--- src/rtl/player_motion_ctrl.sv ---
// Player sprite walk/jump/gravity engine, stepped once per video frame.
// Optional air jump enabled by defining PLAYER_DOUBLE_JUMP_EN.
module player_motion_ctrl #(
  parameter int X_START      = 40,
  parameter int Y_START      = 280,
  parameter int X_MIN        = 0,
  parameter int X_MAX        = 480,
  parameter int Y_MIN        = 0,
  parameter int Y_MAX        = 360,
  parameter int SPRITE_W     = 20,
  parameter int WALK_STEP    = 1,
  parameter int RISE_STEP    = 4,
  parameter int RISE_FRAMES  = 20,
  parameter int APEX_FRAMES  = 15,
  parameter int GRAVITY_STEP = 1,
  parameter int MAX_FALL     = 6,
  parameter logic [7:0] KEY_LEFT  = 8'h04,
  parameter logic [7:0] KEY_RIGHT = 8'h07,
  parameter logic [7:0] KEY_JUMP  = 8'h1A
) (
  input  logic        clk_125MHz,
  input  logic        Reset_n,
  input  logic        frame_tick,
  input  logic [15:0] keycode,
  input  logic        on_ground,
  input  logic        wall_left,
  input  logic        wall_right,
  input  logic        wall_above,
  input  logic [9:0]  ground_y,
  input  logic        Win,
  input  logic        Dead,
  output logic [9:0]  ManX,
  output logic [9:0]  ManY,
  output logic        towards_left,
  output logic        jumping,
  output logic [2:0]  motion_state
);

  typedef enum logic [2:0] {
    S_GROUND = 3'd0,
    S_RISE   = 3'd1,
    S_HOVER  = 3'd2,
    S_FALL   = 3'd3,
    S_FROZEN = 3'd4
  } state_t;

  localparam logic [9:0]  XS   = 10'(X_START);
  localparam logic [9:0]  YS   = 10'(Y_START);
  localparam logic [10:0] XLO  = 11'(X_MIN);
  localparam logic [10:0] XHI  = 11'(X_MAX - SPRITE_W);
  localparam logic [10:0] YLO  = 11'(Y_MIN);
  localparam logic [10:0] YHI  = 11'(Y_MAX);
  localparam logic [10:0] WSTP = 11'(WALK_STEP);
  localparam logic [10:0] RSTP = 11'(RISE_STEP);
  localparam logic [10:0] GSTP = 11'(GRAVITY_STEP);
  localparam logic [10:0] VMAX = 11'(MAX_FALL);
  localparam logic [7:0]  RLST = 8'(RISE_FRAMES - 1);
  localparam logic [7:0]  ALST = 8'(APEX_FRAMES - 1);

  state_t      state_q, state_d;
  logic [9:0]  x_q, x_d, y_q, y_d;
  logic        left_q, left_d;
  logic [7:0]  cnt_q, cnt_d;
  logic [3:0]  vel_q, vel_d;
`ifdef PLAYER_DOUBLE_JUMP_EN
  logic        kj_q, kj_d;
  logic        air_q, air_d;
  logic        dj;
`endif

  logic k_l, k_r, k_j;
  assign k_l = (keycode[7:0] == KEY_LEFT)  || (keycode[15:8] == KEY_LEFT);
  assign k_r = (keycode[7:0] == KEY_RIGHT) || (keycode[15:8] == KEY_RIGHT);
  assign k_j = (keycode[7:0] == KEY_JUMP)  || (keycode[15:8] == KEY_JUMP);

`ifdef PLAYER_DOUBLE_JUMP_EN
  // air jump: fresh press of jump while an air jump is still banked
  assign dj = k_j && !kj_q && air_q;
`endif

  // next-state: horizontal walk, vertical FSM, freeze on game over
  always_comb begin
    logic [10:0] xn, yn, vn;
    state_d = state_q;
    x_d     = x_q;
    y_d     = y_q;
    left_d  = left_q;
    cnt_d   = cnt_q;
    vel_d   = vel_q;
    xn      = '0;
    yn      = '0;
    vn      = '0;
`ifdef PLAYER_DOUBLE_JUMP_EN
    kj_d    = kj_q;
    air_d   = air_q;
`endif
    if (frame_tick) begin
`ifdef PLAYER_DOUBLE_JUMP_EN
      kj_d = k_j;
`endif
      if (state_q == S_FROZEN) begin
        state_d = S_FROZEN;
      end else if (Win || Dead) begin
        state_d = S_FROZEN;
      end else begin
        if (k_l && k_r) begin
          left_d = left_q;
        end else if (k_r) begin
          left_d = 1'b0;
          if (!wall_right) begin
            xn = {1'b0, x_q} + WSTP;
            if (xn > XHI) xn = XHI;
            x_d = xn[9:0];
          end
        end else if (k_l) begin
          left_d = 1'b1;
          if (!wall_left) begin
            xn = {1'b0, x_q};
            if (xn < XLO + WSTP) xn = XLO;
            else                 xn = xn - WSTP;
            x_d = xn[9:0];
          end
        end

        case (state_q)
          S_GROUND: begin
            if (k_j && on_ground) begin
              state_d = S_RISE;
              cnt_d   = '0;
            end else if (!on_ground) begin
              state_d = S_FALL;
              vel_d   = '0;
            end
          end
          S_RISE: begin
            if (wall_above) begin
              state_d = S_FALL;
              vel_d   = '0;
`ifdef PLAYER_DOUBLE_JUMP_EN
            end else if (dj) begin
              cnt_d = '0;
              air_d = 1'b0;
`endif
            end else begin
              yn = {1'b0, y_q};
              if (yn < YLO + RSTP) yn = YLO;
              else                 yn = yn - RSTP;
              y_d   = yn[9:0];
              cnt_d = cnt_q + 8'd1;
              if (cnt_q == RLST) begin
                state_d = S_HOVER;
                cnt_d   = '0;
              end
            end
          end
          S_HOVER: begin
`ifdef PLAYER_DOUBLE_JUMP_EN
            if (dj) begin
              state_d = S_RISE;
              cnt_d   = '0;
              air_d   = 1'b0;
            end else
`endif
            if (cnt_q == ALST) begin
              state_d = S_FALL;
              vel_d   = '0;
              cnt_d   = '0;
            end else begin
              cnt_d = cnt_q + 8'd1;
            end
          end
          S_FALL: begin
`ifdef PLAYER_DOUBLE_JUMP_EN
            if (dj) begin
              state_d = S_RISE;
              cnt_d   = '0;
              air_d   = 1'b0;
            end else
`endif
            begin
              vn = {7'b0, vel_q} + GSTP;
              if (vn > VMAX) vn = VMAX;
              yn = {1'b0, y_q} + vn;
              if (yn >= {1'b0, ground_y}) begin
                y_d     = ground_y;
                state_d = S_GROUND;
                vel_d   = '0;
`ifdef PLAYER_DOUBLE_JUMP_EN
                air_d   = 1'b1;
`endif
              end else begin
                if (yn > YHI) yn = YHI;
                y_d   = yn[9:0];
                vel_d = vn[3:0];
              end
            end
          end
          default: state_d = state_q;
        endcase
      end
    end
  end

  // state registers, async active-low reset
  always_ff @(posedge clk_125MHz or negedge Reset_n) begin
    if (!Reset_n) begin
      state_q <= S_GROUND;
      x_q     <= XS;
      y_q     <= YS;
      left_q  <= 1'b0;
      cnt_q   <= '0;
      vel_q   <= '0;
`ifdef PLAYER_DOUBLE_JUMP_EN
      kj_q    <= 1'b0;
      air_q   <= 1'b1;
`endif
    end else begin
      state_q <= state_d;
      x_q     <= x_d;
      y_q     <= y_d;
      left_q  <= left_d;
      cnt_q   <= cnt_d;
      vel_q   <= vel_d;
`ifdef PLAYER_DOUBLE_JUMP_EN
      kj_q    <= kj_d;
      air_q   <= air_d;
`endif
    end
  end

  assign ManX         = x_q;
  assign ManY         = y_q;
  assign towards_left = left_q;
  assign jumping      = (state_q == S_RISE) || (state_q == S_HOVER);
  assign motion_state = state_q;

endmodule
--- config.mk ---
export PLATFORM = sky130hd
export DESIGN_NAME = player_motion_ctrl
export DESIGN_NICKNAME = d
export VERILOG_FILES = /design/src/rtl/player_motion_ctrl.sv
export SDC_FILE = /design/constraint.sdc
export NUM_CORES = 1
export LEC_CHECK = 0
export ABC_AREA = 1
export CAP_MARGIN = 25
export CORE_AREA = 3 3 85 87
export CTS_BUF_LIST = sky130_fd_sc_hd__clkbuf_4
export DETAILED_ROUTE_END_ITERATION = 10
export DIE_AREA = 0 0 88 90
export PLACE_DENSITY = 0.84
export SYNTH_ARGS = -nofsm -noshare
export SYNTH_HDL_FRONTEND = slang
export SYNTH_SLANG_ARGS = --single-unit
--- constraint.sdc ---
create_clock -name clk_125MHz -period 8.85 [get_ports clk_125MHz]
set_clock_uncertainty 0.2 [all_clocks]
set_input_delay 0.885 -clock clk_125MHz [delete_from_list [all_inputs] [get_ports clk_125MHz]]
set_output_delay 0.885 -clock clk_125MHz [all_outputs]
set_load 0.05 [all_outputs]
Yosys cells after proc, flatten, opt, wreduce, memory -nomap -nowiden
Index checks and enable logic that the tools add are counted.

operators by class
  add/sub/neg operators = 6
  $mul = 0
  div/mod/pow operators = 0
  magnitude comparators = 6
  equal/unequal tests = 24
  shift-type cells = 0
  multiplexer cells = 38
  bitwise operators = 3
  reductions and logical operators = 19

operators with widths
  kind                     count
  $mux W10                 10
  $mux W11                 4
  $eq A8 B3 Y1 const B     4
  $mux W8                  4
  $eq A8 B5 Y1 const B     3
  $mux W3                  8
  $pmux W8 S3              1
  $gt A11 B9 Y1 const B    2
  $mux W4                  5
  $pmux W10 S2             1
  $pmux W4 S4              1
  $ne A2 B2 Y1 const B     7
  $pmux W3 S4              1
  $reduce_and A6 Y1        2
  $add A10 B1 Y11 const B  1
  $add A10 B11 Y11         1
  $ge A11 B10 Y1           1
  $lt A10 B1 Y1 const B    1
  $lt A10 B3 Y1 const B    1
  $ne A5 B5 Y1 const B     2
  $reduce_and A5 Y1        2
  $sub A10 B1 Y10 const B  1
  $sub A10 B3 Y10 const B  1
  $add A8 B1 Y8 const B    1
  other kinds (20)         31

word-level totals
  register bits after elaboration = 36
  latch bits = 0
  bits in writable memories = 0
  ROM bits = 0
  input port bits = 35
  output and inout bits = 25
  word-level logic and storage cells = 102
  memories = 0

Longest topological paths before layout
  depth after elaboration = 13
  gate-level depth with buffers = 30
  gate-level depth less buffers = 30

Worst setup path before layout
Ideal clock, no wire load.

  path type = reg-to-reg
  start = register vel_q[0]
  end = register state_q[2], in the netlist motion_state[2]
  library setup time = 0.066 ns
  data arrival time = 3.449 ns
  path slack = 5.135 ns
  stages on the path, launching flop included = 30
  buffers on the path = 0
  period minus slack after synthesis = 3.715 ns
  cell sequence = dfrtp_1 > ha_1 > xor2_1 > inv_1 > nor3_1 > nor3_1 > ha_1 > fa_1 > nand2_1 > nand2_1 > nand3_1 > nand2_1 > nand2_1 > nand2_1 > ha_1 > nand2_1 > inv_1 > a21oi_1 > nand2_1 > nand2_1 > nand2_1 > nand2_1 > nand2_1 > nand2_1 > nand3_2 > nand2_1 > nand2_1 > nand2_1 > nand2_1 > nand2_1

on the way
  longest elaborated chain between the ends = 11

ends and longest elaborated chain
  item                           RTL line  text
  start, declared                64        logic [3:0] vel_q, vel_d;
  start signal, assigned         223       vel_q <= vel_d;
  $add A4 B1 Y5 *                181       vn = {7'b0, vel_q} + GSTP;
  $gt A5 B3 Y1                   182       if (vn > VMAX) vn = VMAX;
  $mux W5 *                      182
  $mux W11 *                     125       case (state_q)
  $mux W11 *                     103       end else if (Win || Dead) begin
  $mux W11 *                     101       if (state_q == S_FROZEN) begin
  $mux W11 *                     97        if (frame_tick) begin
  $add A10 B11 Y11 *             183       yn = {1'b0, y_q} + vn;
  $ge A11 B10 Y1 *               184       if (yn >= {1'b0, ground_y}) begin
  $ne A4 B4 Y1 (no line) *       --
  $reduce_and A6 Y1 (no line) *  --
  end signal, assigned           218       state_q <= state_d;
  end, declared                  60        state_t state_q, state_d;

Mark *: on every way between the ends. The rest lies on a longest branch, timed or not. The select of a mux whose other input is x is not followed.
A chain may end at the register's enable or synchronous reset.

Final worst setup path
  start = register vel_q[0]
  end = register state_q[0], in the netlist motion_state[0]

Same word-level chain as after synthesis.

==> metrics.yaml <==
hold_ws_ps: 328
drtIter0Drc: 234
finalCriticalPeriod_ps: 4280
setup_ws_ps: 4570
min_period_over_period: 0.484
fin_tns_setup_ps: 0
drive_above_1_share: 0.146
critPathRequiredTime_ps: 8960
final_cells: 716
avgSynthCellArea_sq_um: 6.79
cap_violations: 0
clock.fmax_mhz: 233
powerDensity_mw_per_mm2: 195
outcome: "finished clean"
cts_tree: "yes"
yosysSeqAreaShare: 0.232
hold_buffers: 0
worst-path-buf-inv: 2
synth_top_area_frac: 0.198
n_antenna_cell: 0
ys.flop_type: "dfrtp_1"
grt_antenna_before_repair: 0
p_leak_nw: 2.27
final_core_util: 0.722
synth_edf_count: 0
crit_path_frequent_cell: "nand2_1"
min_to: "cnt_q[0]"
coreArea_sq_mm: 0.00642
hp-start: "cnt_q[0]"
yosysMostFrequentCell: "nand2_1"
yosys_warnings: 0
synth_top_area_cell: "dfrtp_1"
r2r_end: "motion_state[0]"
peakVddDrop_mv: 0.134
clock-sinks: 36
placed_area_sq_mm: 0.00456
dr.pass1.iters: 5
hold_path.class: "reg2reg"
ant_nets: 0
ctsHtreeMaxLevel: 2
total_power_uw: 907
ff2ff_setup_slack_ps: 4570
worstMarginPinSlew_ps: 524
synth_cells: 576
dp_cells: 708
boundaryPins: 60
postCtsSetupBuffers: 0
area_growth_pct: 18.6
clock_latency_ps: 360
route.vias.total: 3999
cpPeakStageDelay_ps: 450
ys_seq_elements: 36
critical_path.slowest_cell: "dfrtp_1"
die-height_um: 90
track_usage: 0.263
worstSetupPathType: "reg2reg"
die_w_um: 88
synth.area.top_cells: "dfrtp_1 20%, nand2_1 13%, inv_1 8.5%"
synth_commonest_cells: "131 x nand2_1, 89 x inv_1, 54 x nor2_1"
maxSlewHeadroom: 0.650
place_congestion: 0.972
grt_overflow: 0
worst_setup_path_start_kind: "flip-flop"
die_area_sq_mm: 0.00792
grt_max_degree: 37
cts_buffers: 5
rsz0062_at_grt: "no"
hpwlAfterDp_um: 8170
worst-path-max-fanout: 5
hold_viol: 0
slew_viol_final: 0
wl_um: 10100
design_area_sq_mm: 0.00464
path_clk_slew_ps: 130
drcViolationCount: 0
cts_buffer_depth: 2
routedWlPerCell_um: 14.1
post_cts_resized: 0
grt_pass1_wl_um: 17000
setup_violations: 0
synthArstFlopShare: 1.00
min_path_cells: 1
via_per_inst: 5.59
critical_path_arrival_ps: 4390
grt_pass1_vias: 3721
synth_cell_types: 55
fp-row-count: 29
post-place-ws_ps: 4620
worstSetupEndpointType: "flip-flop"
clock-root-buffer: "clkbuf_4"
layout.nets: 696
r2r_cells: 29
start_util: 0.609
reg2reg_from: "vel_q[0]"
netlist_area_sq_mm: 0.00391
path_delay_family: "simple AND/OR/NAND/NOR gates"
io_buffers: 59
-- final cells by class --
| class | count | area [sq um] |
|---|---|---|
| well taps | 77 | 96.3 |
| fillers | 557 | 1780 |
| repair buffers | 60 | 598 |
| inverters | 104 | 393 |
| clock buffers | 5 | 37.5 |
| flip-flops and latches | 36 | 907 |
| clock inverters | 3 | 42.5 |
| multi-input cells | 431 | 2560 |
-- worst reg2reg max path: cells and delay by family (launching register included) --
family	cells	cell delay, ps
fa+ha+maj	4	1210
compound gates	1	160
simple gates	21	1990
xor+xnor	1	140
flops	1	450
buf+inv	2	120
-- where the power goes --
part           total, mW  internal, mW  leakage (nW)  switching, mW
Combinational      0.519         0.187          1.81          0.332
Clock              0.123        0.0589        0.0412         0.0641
Sequential         0.264         0.206         0.425         0.0581
-- flip-flops by register name, indices dropped and copies added, names as in the netlist --
name,count
ManX,10
ManY,10
cnt_q,8
vel_q,4
motion_state,3
towards_left,1
-- cell usage in the layout, fill, tap and decap left out, types with 3 or more instances in the layout --
| cell | instances |
|---|---|
| nand2_1 | 131 |
| dfrtp_1 | 31 |
| dfstp_2 | 5 |
| nor3_1 | 15 |
| nand2_4 | 6 |
| xor2_1 | 15 |
| o21ai_0 | 19 |
| nand2_2 | 10 |
| nand3_2 | 5 |
| clkbuf_4 | 5 |
| nand3_1 | 41 |
| o21ai_1 | 12 |
| nand3b_1 | 3 |
| inv_2 | 13 |
| ha_1 | 22 |
| inv_1 | 89 |
| a21oi_2 | 6 |
| nor2_2 | 10 |
| nand4_1 | 11 |
| nor2_1 | 54 |
| nor3b_2 | 4 |
| clkdlybuf4s50_1 | 59 |
| a21oi_1 | 25 |
| nor2_4 | 6 |
-- metal layers --
metal	global-route usage	up-vias	wire, um
met2	0.405	196	4560
li1	-	1974	-
met3	0.0503	17	896
met4	0.0473	0	121
met1	0.382	1812	4510
met5	0	-	0
-- logic make-up (layout without fill, tap and decap cells) --
kind of cell,after synthesis,after routing,synth area share
other cells,1,2,0.000958
compound gates,80,80,0.134
flops,36,36,0.232
fa+ha+maj,23,23,0.0755
simple gates,310,310,0.408
xor+xnor,16,16,0.0358
buf+inv,110,172,0.114
-- worst max path at each step --
| stage | cells after the start | from | endpoint |
|---|---|---|---|
| detailed placement | 29 | vel_q[0] | motion_state[0] |
| global route | 29 | vel_q[0] | motion_state[0] |
| global placement | 29 | vel_q[0] | motion_state[2] |
| CTS | 29 | vel_q[0] | motion_state[0] |
| floorplan | 29 | vel_q[0] | motion_state[2] |
| finish | 29 | vel_q[0] | motion_state[0] |
Note: power is estimated with default switching activity, not from simulation.
